File: src/rtl/regfile_arb_pkg.sv
// Shared widths and types for the register-file write arbiter.
package regfile_arb_pkg;
  localparam int DW    = 32;
  localparam int AW    = 5;
  localparam int CNT_W = 8;
  typedef logic req_idx_t;
endpackage

File: src/rtl/rr_arb2.sv
// Two-requester round-robin arbiter; the pointer names the preferred requester on a tie.
import regfile_arb_pkg::*;

module rr_arb2 (
  input  logic       clk,
  input  logic       rst_n,
  input  logic [1:0] valid,
  input  logic       advance,
  output logic [1:0] grant,
  output req_idx_t   ptr
);

  req_idx_t ptr_q, ptr_d;

  always_comb begin
    grant = 2'b00;
    ptr_d = ptr_q;
    if (advance) begin
      if (valid == 2'b11) grant = ptr_q ? 2'b10 : 2'b01;
      else                grant = valid;
    end
    // After a grant, the loser becomes preferred.
    if (grant[0])      ptr_d = 1'b1;
    else if (grant[1]) ptr_d = 1'b0;
  end

  always_ff @(posedge clk) begin
    if (!rst_n) ptr_q <= 1'b0;
    else        ptr_q <= ptr_d;
  end

  assign ptr = ptr_q;

endmodule

File: src/rtl/regfile_wr_arbiter.sv
// Arbitrates ALU and load writebacks onto one register-file write port,
// with RAW hazard flags and a saturating conflict counter.
import regfile_arb_pkg::*;

module regfile_wr_arbiter #(
  parameter int DW = regfile_arb_pkg::DW,
  parameter int AW = regfile_arb_pkg::AW
) (
  input  logic          clk,
  input  logic          rst_n,
  input  logic          stall,
  input  logic          req0_valid,
  input  logic [AW-1:0] req0_addr,
  input  logic [DW-1:0] req0_data,
  output logic          req0_ready,
  input  logic          req1_valid,
  input  logic [AW-1:0] req1_addr,
  input  logic [DW-1:0] req1_data,
  output logic          req1_ready,
  output logic          rf_we,
  output logic [AW-1:0] rf_wa,
  output logic [DW-1:0] rf_wd,
  input  logic [AW-1:0] rd_a1,
  input  logic [AW-1:0] rd_a2,
  output logic          hz1,
  output logic          hz2,
  output logic [7:0]    conflict_cnt
);

  logic [1:0]       valid, grant;
  logic             advance, accept;
  req_idx_t         sel, unused_ptr;
  logic [AW-1:0]    sel_addr;
  logic [DW-1:0]    sel_data;

  logic             rf_we_q, rf_we_d;
  logic [AW-1:0]    rf_wa_q, rf_wa_d;
  logic [DW-1:0]    rf_wd_q, rf_wd_d;
  logic [CNT_W-1:0] cnt_q, cnt_d;

  assign valid   = {req1_valid, req0_valid};
  assign advance = rst_n && !stall;

  rr_arb2 u_rr_arb2 (
    .clk     (clk),
    .rst_n   (rst_n),
    .valid   (valid),
    .advance (advance),
    .grant   (grant),
    .ptr     (unused_ptr)
  );

  always_comb begin
    accept   = |grant;
    sel      = req_idx_t'(grant[1]);
    sel_addr = sel ? req1_addr : req0_addr;
    sel_data = sel ? req1_data : req0_data;
    // x0 writes are acknowledged but never reach the register file.
    rf_we_d  = accept && (sel_addr != '0);
    rf_wa_d  = accept ? sel_addr : rf_wa_q;
    rf_wd_d  = accept ? sel_data : rf_wd_q;
    cnt_d    = cnt_q;
    if (valid == 2'b11 && advance && cnt_q != {CNT_W{1'b1}}) cnt_d = cnt_q + 1'b1;
  end

  always_ff @(posedge clk) begin
    if (!rst_n) begin
      rf_we_q <= 1'b0;
      rf_wa_q <= '0;
      rf_wd_q <= '0;
      cnt_q   <= '0;
    end else begin
      rf_we_q <= rf_we_d;
      rf_wa_q <= rf_wa_d;
      rf_wd_q <= rf_wd_d;
      cnt_q   <= cnt_d;
    end
  end

  assign req0_ready   = grant[0];
  assign req1_ready   = grant[1];
  assign rf_we        = rf_we_q;
  assign rf_wa        = rf_wa_q;
  assign rf_wd        = rf_wd_q;
  assign conflict_cnt = cnt_q;
  assign hz1          = rf_we_q && (rd_a1 == rf_wa_q) && (rd_a1 != '0);
  assign hz2          = rf_we_q && (rd_a2 == rf_wa_q) && (rd_a2 != '0);

endmodule

File: config.mk
export PLATFORM = sky130hd
export DESIGN_NAME = regfile_wr_arbiter
export DESIGN_NICKNAME = d
export VERILOG_FILES = /design/src/rtl/regfile_arb_pkg.sv /design/src/rtl/rr_arb2.sv /design/src/rtl/regfile_wr_arbiter.sv
export SDC_FILE = /design/constraint.sdc
export NUM_CORES = 1
export LEC_CHECK = 0
export ABC_AREA = 1
export BUFFER_PORTS_ARGS = -buffer_cell sky130_fd_sc_hd__buf_4
export CORE_MARGIN = 2
export CORE_UTILIZATION = 47
export CTS_BUF_LIST = sky130_fd_sc_hd__clkbuf_8 sky130_fd_sc_hd__clkbuf_16
export DETAILED_ROUTE_END_ITERATION = 12
export HOLD_SLACK_MARGIN = 0.02
export MAX_ROUTING_LAYER = met4
export PLACE_DENSITY = 0.85
export SLEW_MARGIN = 25
export SYNTH_ARGS = -nofsm -noshare
export SYNTH_HDL_FRONTEND = slang
export SYNTH_SLANG_ARGS = --single-unit
File: constraint.sdc
create_clock -name clk -period 2.12 [get_ports clk]
set_clock_uncertainty 0.1 [all_clocks]
set_input_delay 0.212 -clock clk [delete_from_list [all_inputs] [get_ports clk]]
set_output_delay 0.212 -clock clk [all_outputs]
set_load 0.03 [all_outputs]
======== Word-level counts from Yosys, hierarchy flattened ========
Index checks and enable logic that the tools add are counted.
storage, ports and cells
  word-level logic and storage cells ...... 31
  output and inout port bits .............. 50
  bits of input ports ..................... 89
  flip-flop bits (word level) ............. 47
cells by class
  $add $sub $neg .......................... 1
  muxes and demuxes ....................... 7
  equal/unequal tests ..................... 4
  reductions and logical operators ........ 14
operator list
  kind                                                           number
  32-bit 2-to-1 mux                                              1
  5-bit nonzero test                                             3
  5-bit == test                                                  2
  8-bit by 1-bit adder with 8-bit output, second input constant  1
  1-bit logical AND                                              8
  8-bit != test, second input constant                           1
  2-bit 2-to-1 mux                                               3
  5-bit 2-to-1 mux                                               1
  2-bit == test, second input constant                           1
  1-bit 2-to-1 mux                                               2
  2-bit nonzero test                                             1
  2-bit OR reduction                                             1
  1-bit logical NOT                                              1

======== Logic depth before layout (Yosys ltp) ========
  word-level depth ........................ 6
  mapped depth ............................ 10
  depth with buffers taken out ............ 8

======== By module ========
A second synthesis with hierarchy kept.
second synthesis, totals
  cell total of the unflattened synthesis .. 391
  area, all modules ....................... 2,459.9 µm²
modules (own cells, without submodules)
  module              area an instance (µm²)  times used  cells an instance  sequential area each (µm²)
  regfile_wr_arbiter  2,382.3                 1           378                920.9
  rr_arb2             77.6                    1           13                 20.0

======== Worst setup path after synthesis ========
OpenSTA, ideal clock, no wires.
  kind .................................... register -> output
  start point ............................. register rf_wa_q[3] (netlist: rf_wa[3])
  end point ............................... output port hz2
  arrival ................................. 1.629 ns
  cell stages (with the launch flop) ...... 7
  buffers on the path ..................... 0
  data required time ...................... 1.808 ns
  slack ................................... 0.179 ns
  cell sequence ........................... dfxtp_1 -> inv_1 -> nand2_1 -> nand2_1 -> nor3_1 -> nand4_1 -> nor3_1
on the way
  cells in the longest elaborated chain, start to end .. 3
RTL lines
  what                             line                      text
  start, declared                  regfile_wr_arbiter.sv:37  logic [AW-1:0] rf_wa_q, rf_wa_d;
  start signal, assigned           regfile_wr_arbiter.sv:74  rf_wa_q <= rf_wa_d;
  5-bit == test                    regfile_wr_arbiter.sv:87  assign hz2 = rf_we_q && (rd_a2 == rf_wa_q) && (rd_a2 != '0);
  1-bit logical AND (2 in series)  regfile_wr_arbiter.sv:87
  end, declared                    regfile_wr_arbiter.sv:26  output logic hz2,
No other way between the ends.

======== Worst setup path in the final report ========
  start point ............................. register u_rr_arb2.ptr_q (netlist: u_rr_arb2.ptr)
  end point ............................... output port req1_ready
on the way
  cells in the longest elaborated chain, start to end .. 3
RTL lines
  what                            line                      text
  start, declared                 rr_arb2.sv:13             req_idx_t ptr_q, ptr_d;
  start signal, assigned          rr_arb2.sv:29             else ptr_q <= ptr_d;
  2-bit 2-to-1 mux (2 in series)  rr_arb2.sv:19             if (valid == 2'b11) grant = ptr_q ? 2'b10 : 2'b01;
  2-bit 2-to-1 mux                rr_arb2.sv:18             if (advance) begin
  end, declared                   regfile_wr_arbiter.sv:19  output logic req1_ready,
No other way between the ends.

==> summary.txt <==
Logic synthesis
  • Post-synthesis cell area: 2390 um2
  • Cells after Synth: 339
  • Top cell type's share of synthesized area: 39.3%
  • Top cells by area, synth: dfxtp_1, a21oi_1, nand2_1
  • Synth Net Count: 429
  • Syn_area_per_cell: 7.06 um2
  • Register bit total from synthesis: 47
  • Synth unique cells: 29
  • Area leader, netlist: dfxtp_1
  • Sequential fraction of the synthesis area: 39.3%
  • Synth warn: 0

Setup path
  • Element type at the critical path start: flop
  • Critical path fanouts, max: 33
  • R2R cell count: 9
  • Endpoint type of the worst setup path: output pin
  • Critical path data required time: 1.81 ns
  • Worst endpoint data arrival time: 1.63 ns
  • Worst R2R Setup Slack: 0.50 ns
  • WS Path Type: reg2out
  • Reg-to-Reg Start: u_rr_arb2.ptr
  • Reg2reg end: rf_we

CTS
  • H-tree depth: 2
  • CTS root buffer: clkbuf_8
  • Resized cells post-CTS: 0
  • Clock Latency Late Sink: 0.29 ns
  • Cts hold-fix bufs: 0
  • Clock transition at the registers of the reported paths: 0.10 ns
  • Clock Sink Count: 47
  • CTS buffer count: 5
  • CTS tree: built
  • Post-CTS setup buffers: 0
  • Bufs on Longest Clock Path: 2

GRT
  • GR Overflow Total: 0
  • First-pass GRT wire length: 11.1 mm
  • Initial antenna violation count: 0
  • Largest net degree at the start of global routing: 41
  • Total global-route track usage: 26.0%
  • Vias in the first global route: 2615

Drt
  • WL final: 6.99 mm
  • Via-to-Cell Ratio: 5.03
  • 1st-iter DRT viols: 151
  • Drt pass-1 iters: 4
  • DRC Markers: 0
  • Vias: 2699
  • Avg WL per Cell: 13.0 um
  • Post-route ant nets: 0

Floorplan
  • DIE WIDTH: 75.4 um
  • Initial Util: 49.7%
  • IO Pins: 139
  • Die Height: 75.4 um
  • Die ar.: 5680 um2
  • Row Count: 25
  • Core region area: 4820 um2

Power
  • Max VDD drop: 0.000430 V
  • Clock power frac: 29.2%
  • Sw Pwr: 0.733 mW
  • Power Dens Cells: 671 nW/um2
  • Internal power: 1.64 mW
  • Switch share: 30.9%
  • Leakage: 1.89 nW
  • Seq pwr share: 42.7%
  • Power after layout: 2.38 mW
  • Gate power share: 28.1%

Timing
  • TNS Setup: 0 ns
  • Final setup viols: 0
  • Max frequency: 516 MHz
  • PnR worst setup slack: 0.181 ns
  • Slew HR: 62.1%
  • RSZ-0062 raised after global routing: false
  • Min Tclk post-route: 1.94 ns
  • Worst-margin pin slew: 0.567 ns
  • Tcrit/Tclk final: 91.5%
  • Hold slack: 0.0571 ns
  • Fin. Hold Viols: 0
  • Fin. max-slew vios: 0

Placement
  • RePlAce Congestion: 0.865
  • # port buffers: 138
  • Placed cell areas: 3420 um2
  • Final HPWL DP: 5.22 mm
  • Place WS: 0.501 ns
  • Placed cell count: 529

Final layout
  • Most frequent cells in the layout: buf_4, a21oi_1, nand2_1
  • Post-Route Utilization: 73.5%
  • Layout cell share with drive strength beyond 1: 34.5%
  • Post-route insts no fill: 537
  • Finished Cell Area: 3540 um2
  • ANT cells: 0
  • Syn-to-layout area delta: 47.9%
  • Most common cell after layout, fill and taps aside: buf_4
  • Final nets: 559

Min path
  • Hold path start: req0_data[23]
  • Hold Crit Class: in2reg
  • Hold Path Sink: rf_wd[23]
  • Worst hold stages: 3

Run status
  • Status: finished clean

Run
  • Max-Cap Viols: 0
## sequential cells by signal, indices dropped and copies added (netlist names)
signal and flops:
rf_wd 32, conflict_cnt 8, rf_wa 5, rf_we 1, u_rr_arb2.ptr 1
## per-layer routing
| layer | track usage (%) | wire length, um |
|---|---|---|
| met1 | 29.2 | 2830 |
| met3 | 5.95 | 511 |
| met2 | 45.7 | 3580 |
| met5 | - | 0 |
| met4 | 8.19 | 68 |
## power by group through the flow
| stage | registers, mW | clock network (mW) | logic [mW] |
|---|---|---|---|
| final | 1.01 | 0.694 | 0.667 |
| after detailed placement | 1.03 | 0 | 0.668 |
| after CTS | 1.01 | 0.703 | 0.670 |
| after global routing | 1.02 | 0.740 | 0.726 |
| after global placement | 1.03 | 0 | 0.660 |
| after floorplan | 1.18 | 0 | 0.221 |
## logic make-up (layout without fill, tap and decap cells)
family | count (synthesis) | count (layout) | synth area share, %
and+or+nand+nor | 119 | 119 | 21.7
AOI/OAI and AO/OA | 106 | 106 | 24.0
buffers and inverters | 58 | 189 | 11.4
DFF | 47 | 47 | 39.3
xor gates and xnor gates | 8 | 8 | 2.93
adders and majority gates | 1 | 1 | 0.523
## cells in the mapped netlist
cell       n
o21a_1     2
inv_4      1
nand2_1   80
a21oi_1   85
dfxtp_1   47
inv_2      3
ha_1       1
xnor2_1    4
a21o_1     1
nor2_8     1
buf_2      7
nor3_1     3
buf_6      4
buf_4      4
o21ai_1    1
o21ai_0    3
o211ai_1  10
nor2_2     1
nand2_2    3
o21ai_2    2
a22o_1     1
nand3_1   14
nand3_4    1
inv_1     35
o22ai_1    1
clkbuf_1   4
nand4_1    5
nor2_1    11
xor2_1     4
## critical path, cell delays in order, from the launching register on
cell     delay, ns
dfxtp_1       0.33
inv_1         0.05
nand2_1       0.16
nand3_4       0.09
inv_2         0.43
buf_4         0.26
## worst max-delay path by stage
stage	endpoint	slack [ns]	start	depth (start not counted)
floorplan	hz2	0.18	rf_wa[3]	6
global placement	req1_ready	0.53	u_rr_arb2.ptr	5
detailed placement	rf_we	0.50	u_rr_arb2.ptr	9
CTS	req1_ready	0.18	u_rr_arb2.ptr	5
global route	req1_ready	0.02	u_rr_arb2.ptr	5
finish	req1_ready	0.18	u_rr_arb2.ptr	5
## layout make-up
cell class	count	area, um2
fillers	417	1280
multi-input cells	234	1180
repair buffers	142	1070
flip-flops and latches	47	941
inverters	39	149
well taps	67	83.8
clock buffers	6	82.6
clock inverters	2	38.8
Note: power is estimated with default switching activity, not from simulation.
